### src/rtl/bg_pkg.sv
// Shared definitions for the background-removal controller: one-hot state
// encoding, pixel channel width and a constant log2 helper.
package bg_pkg;

    localparam int PIX_W   = 9;
    localparam int MEAN_MAX = 255;

    typedef enum logic [7:0] {
        S_IDLE      = 8'b0000_0001,
        S_SUM_START = 8'b0000_0010,
        S_SUM_WAIT  = 8'b0000_0100,
        S_SUM_ACC   = 8'b0000_1000,
        S_MEAN      = 8'b0001_0000,
        S_BG_START  = 8'b0010_0000,
        S_BG_WAIT   = 8'b0100_0000,
        S_DONE      = 8'b1000_0000
    } state_e;

    // Ceiling log2; callers pass powers of two so this is exact.
    function automatic int log2i(input int v);
        int r;
        r = 0;
        for (int i = 0; i < 31; i++) begin
            if ((1 << i) < v) r = i + 1;
        end
        return r;
    endfunction

endpackage

### src/rtl/bg_mean_acc.sv
// Three-channel (R/G/B) sum accumulator with shift-to-mean and saturation
// to an 8-bit range; the mean is held in registers between loads.
module bg_mean_acc
    import bg_pkg::*;
#(
    parameter int SUM_W = 9,
    parameter int ACC_W = 11,
    parameter int SHIFT = 2
) (
    input  logic                        Clk,
    input  logic                        Reset,
    input  logic                        clr_i,
    input  logic                        add_i,
    input  logic                        load_i,
    input  logic [2:0][SUM_W-1:0]       sum_i,
    output logic [2:0][PIX_W-1:0]       exp_o
);

    logic [2:0][ACC_W-1:0] acc_q;
    logic [2:0][ACC_W-1:0] shifted;
    logic [2:0][PIX_W-1:0] mean_d;
    logic [2:0][PIX_W-1:0] exp_q;

    always_comb begin
        for (int c = 0; c < 3; c++) begin
            shifted[c] = acc_q[c] >> SHIFT;
            mean_d[c]  = (shifted[c] > ACC_W'(MEAN_MAX)) ? PIX_W'(MEAN_MAX)
                                                          : shifted[c][PIX_W-1:0];
        end
    end

    always_ff @(posedge Clk or posedge Reset) begin
        if (Reset) begin
            acc_q <= '0;
            exp_q <= '0;
        end else begin
            for (int c = 0; c < 3; c++) begin
                if (clr_i)      acc_q[c] <= '0;
                else if (add_i) acc_q[c] <= acc_q[c] + ACC_W'(sum_i[c]);
                if (load_i)     exp_q[c] <= mean_d[c];
            end
        end
    end

    assign exp_o = exp_q;

endmodule

### src/rtl/bg_removal_ctrl.sv
// Sequencer for NUM_PE background-removal elements: sum, mean, bg pass, done.
// Optional wait watchdog enabled by defining BG_REMOVAL_CTRL_TIMEOUT_EN.
module bg_removal_ctrl
    import bg_pkg::*;
#(
    parameter int NUM_PE     = 4,
    parameter int PIX_PER_PE = 1,
    parameter int SUM_W      = 9 * PIX_PER_PE,
    parameter int TIMEOUT    = 1023
) (
    input  logic                    Clk,
    input  logic                    Reset,
    input  logic                    Start,
    input  logic                    HostAck,
    output logic                    Busy,
    output logic                    Done,
    output logic                    Err,
    output logic [NUM_PE-1:0]       pe_start_sum,
    output logic [NUM_PE-1:0]       pe_start_bg,
    output logic                    pe_ack,
    input  logic [NUM_PE-1:0]       pe_sum_done,
    input  logic [NUM_PE-1:0]       pe_bg_done,
    input  logic [NUM_PE*SUM_W-1:0] pe_red_sum,
    input  logic [NUM_PE*SUM_W-1:0] pe_green_sum,
    input  logic [NUM_PE*SUM_W-1:0] pe_blue_sum,
    output logic [PIX_W-1:0]        red_exp,
    output logic [PIX_W-1:0]        green_exp,
    output logic [PIX_W-1:0]        blue_exp
);

    localparam int KW    = log2i(NUM_PE);
    localparam int ACC_W = SUM_W + KW;
    localparam int SHIFT = log2i(NUM_PE * PIX_PER_PE);

    state_e          state_q;
    logic [KW-1:0]   k_q;
    logic            ack_q;
    logic            sum_all_q;
    logic            bg_all_q;
    logic            in_wait;
    logic            wait_ok;
    logic            wd_hit;
    logic            timeout;

    // Done vectors are registered before the FSM sees them to keep the
    // element-to-controller path off the state logic.
    always_ff @(posedge Clk or posedge Reset) begin
        if (Reset) begin
            sum_all_q <= 1'b0;
            bg_all_q  <= 1'b0;
        end else begin
            sum_all_q <= &pe_sum_done;
            bg_all_q  <= &pe_bg_done;
        end
    end

    assign in_wait = (state_q == S_SUM_WAIT) || (state_q == S_BG_WAIT);
    assign wait_ok = ((state_q == S_SUM_WAIT) && sum_all_q) ||
                     ((state_q == S_BG_WAIT)  && bg_all_q);
    assign timeout = in_wait && !wait_ok && wd_hit;

`ifdef BG_REMOVAL_CTRL_TIMEOUT_EN
    localparam int TW = $clog2(TIMEOUT + 1);
    logic [TW-1:0] wcnt_q;
    logic          err_q;

    // Counter idles at zero outside the wait states, so each wait starts fresh.
    always_ff @(posedge Clk or posedge Reset) begin
        if (Reset)         wcnt_q <= '0;
        else if (!in_wait) wcnt_q <= '0;
        else               wcnt_q <= wcnt_q + 1'b1;
    end
    assign wd_hit = (wcnt_q == TW'(TIMEOUT - 1));

    always_ff @(posedge Clk or posedge Reset) begin
        if (Reset)                              err_q <= 1'b0;
        else if (timeout)                       err_q <= 1'b1;
        else if (state_q == S_DONE && HostAck)  err_q <= 1'b0;
    end
    assign Err = err_q;
`else
    assign wd_hit = 1'b0;
    assign Err    = 1'b0;
`endif

    always_ff @(posedge Clk or posedge Reset) begin
        if (Reset) begin
            state_q <= S_IDLE;
            k_q     <= '0;
            ack_q   <= 1'b0;
        end else begin
            ack_q <= 1'b0;
            case (state_q)
                S_IDLE:      if (Start) state_q <= S_SUM_START;
                S_SUM_START: begin
                    state_q <= S_SUM_WAIT;
                    k_q     <= '0;
                end
                S_SUM_WAIT: begin
                    if (wait_ok) begin
                        state_q <= S_SUM_ACC;
                        ack_q   <= 1'b1;
                    end else if (timeout) begin
                        state_q <= S_DONE;
                        ack_q   <= 1'b1;
                    end
                end
                S_SUM_ACC: begin
                    k_q <= k_q + 1'b1;
                    if (k_q == KW'(NUM_PE - 1)) state_q <= S_MEAN;
                end
                S_MEAN:      state_q <= S_BG_START;
                S_BG_START:  state_q <= S_BG_WAIT;
                S_BG_WAIT: begin
                    if (wait_ok || timeout) begin
                        state_q <= S_DONE;
                        ack_q   <= 1'b1;
                    end
                end
                S_DONE:      if (HostAck) state_q <= S_IDLE;
                default:     state_q <= S_IDLE;
            endcase
        end
    end

    assign Busy         = (state_q != S_IDLE);
    assign Done         = (state_q == S_DONE);
    assign pe_start_sum = {NUM_PE{state_q == S_SUM_START}};
    assign pe_start_bg  = {NUM_PE{state_q == S_BG_START}};
    assign pe_ack       = ack_q;

    logic [2:0][SUM_W-1:0] sum_sel;
    logic [2:0][PIX_W-1:0] exp_w;

    assign sum_sel[0] = pe_red_sum  [k_q*SUM_W +: SUM_W];
    assign sum_sel[1] = pe_green_sum[k_q*SUM_W +: SUM_W];
    assign sum_sel[2] = pe_blue_sum [k_q*SUM_W +: SUM_W];

    bg_mean_acc #(
        .SUM_W (SUM_W),
        .ACC_W (ACC_W),
        .SHIFT (SHIFT)
    ) u_mean (
        .Clk    (Clk),
        .Reset  (Reset),
        .clr_i  (state_q == S_SUM_START),
        .add_i  (state_q == S_SUM_ACC),
        .load_i (state_q == S_MEAN),
        .sum_i  (sum_sel),
        .exp_o  (exp_w)
    );

    assign red_exp   = exp_w[0];
    assign green_exp = exp_w[1];
    assign blue_exp  = exp_w[2];

endmodule

### config.mk
export PLATFORM = sky130hd
export DESIGN_NAME = bg_removal_ctrl
export DESIGN_NICKNAME = d
export VERILOG_FILES = /design/src/rtl/bg_pkg.sv /design/src/rtl/bg_mean_acc.sv /design/src/rtl/bg_removal_ctrl.sv
export SDC_FILE = /design/constraint.sdc
export NUM_CORES = 1
export LEC_CHECK = 0
export ABC_AREA = 1
export BUFFER_PORTS_ARGS = -buffer_cell sky130_fd_sc_hd__buf_4
export CAP_MARGIN = 5
export CORE_ASPECT_RATIO = 0.8
export CORE_MARGIN = 5
export CORE_UTILIZATION = 58
export CTS_BUF_LIST = sky130_fd_sc_hd__clkbuf_4 sky130_fd_sc_hd__clkbuf_8
export DETAILED_ROUTE_END_ITERATION = 10
export GPL_TIMING_DRIVEN = 0
export PLACE_DENSITY = 0.95
export REMOVE_ABC_BUFFERS = 1
export SETUP_SLACK_MARGIN = 0.05
export SYNTH_ARGS = -nofsm -noshare
export SYNTH_HDL_FRONTEND = slang
export SYNTH_SLANG_ARGS = --single-unit
### constraint.sdc
create_clock -name Clk -period 3.7 [get_ports Clk]
set_clock_uncertainty 0.1 [all_clocks]
set_input_delay 0.37 -clock Clk [delete_from_list [all_inputs] [get_ports Clk]]
set_output_delay 0.37 -clock Clk [all_outputs]
set_load 0.01 [all_outputs]
Yosys cells after proc, flatten, opt, wreduce, memory -nomap -nowiden
Cells that the tools add are included.
{ "op_classes": {"n_mux": 18, "n_eq_ne": 15, "reduce_logical": 8, "multipliers": 1, "add_sub_neg": 4, "order_cmp": 3, "shift": 3} }
{ "ops": {"columns": ["op", "n"], "rows": [
  ["variable part select 36 x 7 -> 9 bit", 3],
  ["2-to-1 mux 11 bit", 6],
  ["case mux 8 bit (8 select lines)", 1],
  ["2-to-1 mux 8 bit", 5],
  ["adder 11 x 9 -> 11 bit", 3],
  ["greater-than comparator 9 x 8 -> 1 bit (second input constant)", 3],
  ["2-to-1 mux 9 bit", 3],
  ["!= test 2 bit (second input constant)", 5],
  ["== test 8 x 1 -> 1 bit (second input constant)", 1],
  ["== test 8 x 2 -> 1 bit (second input constant)", 1],
  ["== test 8 x 3 -> 1 bit (second input constant)", 1],
  ["== test 8 x 4 -> 1 bit (second input constant)", 1],
  ["== test 8 x 5 -> 1 bit (second input constant)", 1],
  ["== test 8 x 6 -> 1 bit (second input constant)", 1],
  ["== test 8 x 7 -> 1 bit (second input constant)", 1],
  ["== test 8 bit (second input constant)", 1],
  ["!= test 8 x 1 -> 1 bit (second input constant)", 1],
  ["AND reduction 4 bit", 2],
  ["multiplier 2 x 4 -> 6 bit (second input constant)", 1],
  ["AND reduction 5 bit", 1],
  ["case mux 2 bit (2 select lines)", 1],
  ["adder 2 x 1 -> 2 bit (second input constant)", 1],
  ["== test 2 bit (second input constant)", 1],
  ["logical AND 1 bit", 2],
  ["4 further kinds", 5]
]} }
{ "totals": {"in_bits": 120, "reg_bits": 73, "wordCells": 63} }

Logic depth before layout (Yosys ltp)
{ "depth": {"word_depth": 5, "depth_mapped": 17, "depth_no_buf": 14} }

Cells and area by module
A second synthesis with hierarchy kept.
{ "hier_totals": {"hier_cells": 758, "area_unflattened_um2": 5285.1} }
{ "by_module_without_submodules": {"columns": ["module", "area_per_inst_um2", "n_inst", "cells_each", "seq_area_each_um2"], "rows": [
  ["bg_mean_acc", 3706.1, 1, 496, 1501.4],
  ["bg_removal_ctrl", 1579.0, 1, 262, 326.6]
]} }

Least setup slack after synthesis
Ideal clock, no wire load.
{ "synth_timing": {"kind": "register to register", "start": "register k_q[1]", "end": "register u_mean.acc_q[30] (netlist bit)", "arrival_time_ns": 2.180, "stages_incl_launch_ff": 17, "setup_time_ns": 0.076, "synth_period_minus_slack_ns": 2.356, "required_ns": 3.524, "path_slack_ns": 1.344, "path_buffers": 2, "path_cell_list": "dfrtp_1 > clkbuf_1 > inv_1 > clkbuf_1 > o21ai_0 > o22ai_1 > ha_1 > fa_1 > nand2_1 > nand3_1 > nand2_1 > inv_1 > nand2_1 > nand2_1 > nand2_1 > nand2_1 > o21ai_1"} }
{ "synth_via": {"elab_chain_cells": 5} }
{ "synth_rtl": {"columns": ["item", "line", "text"], "rows": [
  ["start, declared", "bg_removal_ctrl.sv:36", "logic [KW-1:0] k_q;"],
  ["start signal, assigned", "bg_removal_ctrl.sv:109", "k_q <= k_q + 1'b1;"],
  ["multiplier 2 x 4 -> 6 bit", "bg_removal_ctrl.sv:137", "assign sum_sel[2] = pe_blue_sum [k_q*SUM_W +: SUM_W];"],
  ["variable part select 36 x 7 -> 9 bit", "bg_removal_ctrl.sv:137", null],
  ["adder 11 x 9 -> 11 bit", "bg_mean_acc.sv:39", "else if (add_i) acc_q[c] <= acc_q[c] + ACC_W'(sum_i[c]);"],
  ["2-to-1 mux 11 bit", "bg_mean_acc.sv:39", null],
  ["2-to-1 mux 11 bit", "bg_mean_acc.sv:38", "if (clr_i) acc_q[c] <= '0;"],
  ["end signal, assigned by index", "bg_mean_acc.sv:39", null],
  ["end, declared", "bg_mean_acc.sv:19", "logic [2:0][ACC_W-1:0] acc_q;"]
]} }
Every way passes these cells. The select of a mux whose other input is x is not followed.
A chain may end at the register's enable or synchronous reset.

Worst setup path after layout
{ "layout_timing": {"start": "register k_q[0]", "end": "register u_mean.acc_q[30] (netlist bit)"} }
Same word-level chain as after synthesis.

==> metrics.yaml <==
status: "finished, final reports clean"
cts_setup_buffers: 0
wl_met1_um: 6040
cts.sinks: 73
maxSlewViolCount: 0
rsz0062_at_grt: "false"
power.share.clock: 0.209
fin_util: 0.7556
synthArstFlopShare: 1.000
gp_congestion: 0.9124
numPortBuffers: 157
first_iter_violations: 335
finalCriticalPeriod_ns: 3.283
postRouteAntennaNets: 0
fmax_mhz: 304.6
synth.cell_area_mm2: 0.005179
endpoint_kind: "flip-flop"
grt_max_degree: 74
cts_tree: "done"
clk_pin_slew_ns: 0.08
vias: 5333
post_drt_wl_per_cell_um: 13.75
n_antenna_cell: 0
critPathLaunchType: "flip-flop"
initial_core_util: 0.6025
hold_viol: 0
dpl.hpwl_um: 9970
power.density_mw_per_mm2: 451.3
cp_data_arrival_time_ns: 3.46
synth-edff-count: 0
die_w_um: 115.6
grt_pass1_vias: 5061
area_delta_synth_final_pct: 25.42
hp-class: "in -> async"
syn_inst: 755
met2_length_um: 6627
final_cell_area_mm2: 0.006495
wirelength_um: 13790
period_share: 0.8873
rows: 30
p_switching_mw: 1.204
drc: 0
numCtsBuffers: 9
antenna_found_initial: 0
avgSynthCellArea_um2: 6.859
h-tree-depth: 3
worst_slew_pin_slew_ns: 0.9110
seq_power_share: 0.358
insertion_delay_ns: 0.35
grt_overflow_total: 0
drive_above_1_share: 0.2166
cts_resized: 0
wl_met3_um: 1016
yosysSeqAreaShare: 0.3530
hold_buffers: 0
dr.pass1.iters: 5
finalWorstSetupSlack_ns: 0.4168
grt_pass1_wl_um: 22250
slew_headroom: 0.3920
final_nets: 1037
swShare: 0.4107
via_per_inst: 5.317
combPwrFrac: 0.433
io_pins: 159
grt_use_total: 0.2509
highest_layer: "met4"
finalSetupViolations: 0
report.power.total_mw: 2.931
cts_root_buffer: "clkbuf_8"
coreArea_mm2: 0.008596
ys_types: 33
die_y_um: 94.52
synthFlopType: "dfrtp_1"
cts.path.max_buffers: 2
cp.required_ns: 3.87
path_class: "reg -> reg"
dpl_cell_area_mm2: 0.006300
ys_ff_latch: 73
critPathMaxFanout: 56
ys_warn_count: 0
cap_violations: 0
ir_worst_vdd_mv: 0.2940
layout.cells.non_filler: 1003
dp_cells: 987
p_leak_nw: 3.502
dp_slack_ns: 0.1425
dieArea_mm2: 0.01093
internal_power_mw: 1.727
## logic make-up after synthesis
family	Yosys count	synth area share
compound gates	155	0.1631
xor+xnor	7	0.01184
fa+ha+maj	31	0.07925
buf+inv	98	0.08359
flops	73	0.3530
other cells	1	0.0007241
simple gates	390	0.3085
## area by class of cell
class / instances / area [µm²]
Clock buffer: 12 / 165.2
Inverter: 61 / 234.0
Tap cell: 112 / 140.1
Multi-Input combinational cell: 584 / 2918
Fill cell: 700 / 2101
Clock inverter: 4 / 26.28
Sequential cell: 73 / 1833
Timing Repair Buffer: 157 / 1179
## placed cells by master (no fill, tap or decap), types with 4 or more instances in the layout
cell type	netlist	layout
clkbuf_8	0	12
o21ai_1	10	10
nand3b_1	5	5
nand2_1	194	194
dfrtp_1	72	70
ha_1	28	28
buf_4	12	157
nor2_1	140	140
a21oi_1	17	17
o22ai_1	30	30
o21ai_0	87	87
xnor2_1	4	4
nand3_1	38	38
inv_2	4	5
a22o_1	6	6
inv_1	56	54
## per-layer routing
metal,vias up,track usage
met3,13,0.04420
li1,2722,-
met1,2412,0.3262
met4,0,0.06473
met2,186,0.4350
met5,-,0
## critical path: stages (launching register included)
cell and delay [ns]:
dfrtp_4 0.80, inv_2 0.48, o21ai_0 0.29, o22ai_1 0.10, ha_1 0.23, fa_1 0.42, nand2_1 0.13, nand3_1 0.08
nand2_1 0.12, inv_1 0.08, nand2_1 0.06, nand2_1 0.07, nand2_1 0.06, nand2_1 0.05, o21ai_1 0.12
## path summary, 6_finish.rpt
path                                     from               end  slack, ns  depth (start not counted)
worst max-delay path                   k_q[0]  u_mean.acc_q[30]       0.42                         14
worst min-delay path                    Reset            pe_ack       0.10                          2
worst max register to register         k_q[0]  u_mean.acc_q[30]       0.42                         14
worst min register to register       bg_all_q        state_q[7]       0.39                          2
max in group asynchronous               Reset            k_q[0]       2.75                          2
min in group Clk                pe_bg_done[3]          bg_all_q       0.14                          3
## synth_stat cells (2+ instances only)
| cell type | n | share of area |
|---|---|---|
| nand3_1 | 38 | 0.037 |
| nand2_1 | 194 | 0.14 |
| nor2_1 | 140 | 0.10 |
| a21oi_1 | 17 | 0.016 |
| o22ai_1 | 30 | 0.036 |
| ha_1 | 28 | 0.068 |
| fa_1 | 3 | 0.012 |
| xor2_1 | 3 | 0.0051 |
| buf_2 | 8 | 0.0077 |
| o21ai_1 | 10 | 0.0097 |
| xnor2_1 | 4 | 0.0068 |
| a31oi_1 | 3 | 0.0036 |
| dfrtp_1 | 72 | 0.35 |
| clkbuf_1 | 15 | 0.011 |
| inv_1 | 56 | 0.041 |
| a21boi_0 | 2 | 0.0029 |
| nor2_4 | 3 | 0.0065 |
| o21ai_0 | 87 | 0.084 |
| nand2_2 | 3 | 0.0036 |
| buf_4 | 12 | 0.017 |
| nand4_1 | 3 | 0.0036 |
| inv_2 | 4 | 0.0029 |
| a22o_1 | 6 | 0.010 |
| nand3b_1 | 5 | 0.0072 |
## flip-flops by register name (all words and copies together), names as in the netlist
register,count
bg_all_q,1
k_q,2
pe_ack,1
state_q,8
sum_all_q,1
u_mean.acc_q,33
u_mean.exp_o,27
## power by group through the flow
stage	Clock, mW	Sequential, mW	Combinational [mW]
3_3_place_gp	0	1.05	1.22
4_1_cts	0.616	1.04	1.26
6_report	0.613	1.05	1.27
5_1_grt	0.654	1.07	1.45
2_1_floorplan	0	1.03	0.907
3_5_place_dp	0	1.06	1.25
## per-stage QoR
stage | hold WS (ns) | TNS [ns]
final | 0.1015 | 0
after floorplan | 0.3438 | 0
after global placement | 0.3661 | -25.30
after CTS | 0.1292 | 0
after global routing | 0.1456 | 0
after detailed placement | 0.3700 | 0
(Power assumes the default switching activity.)
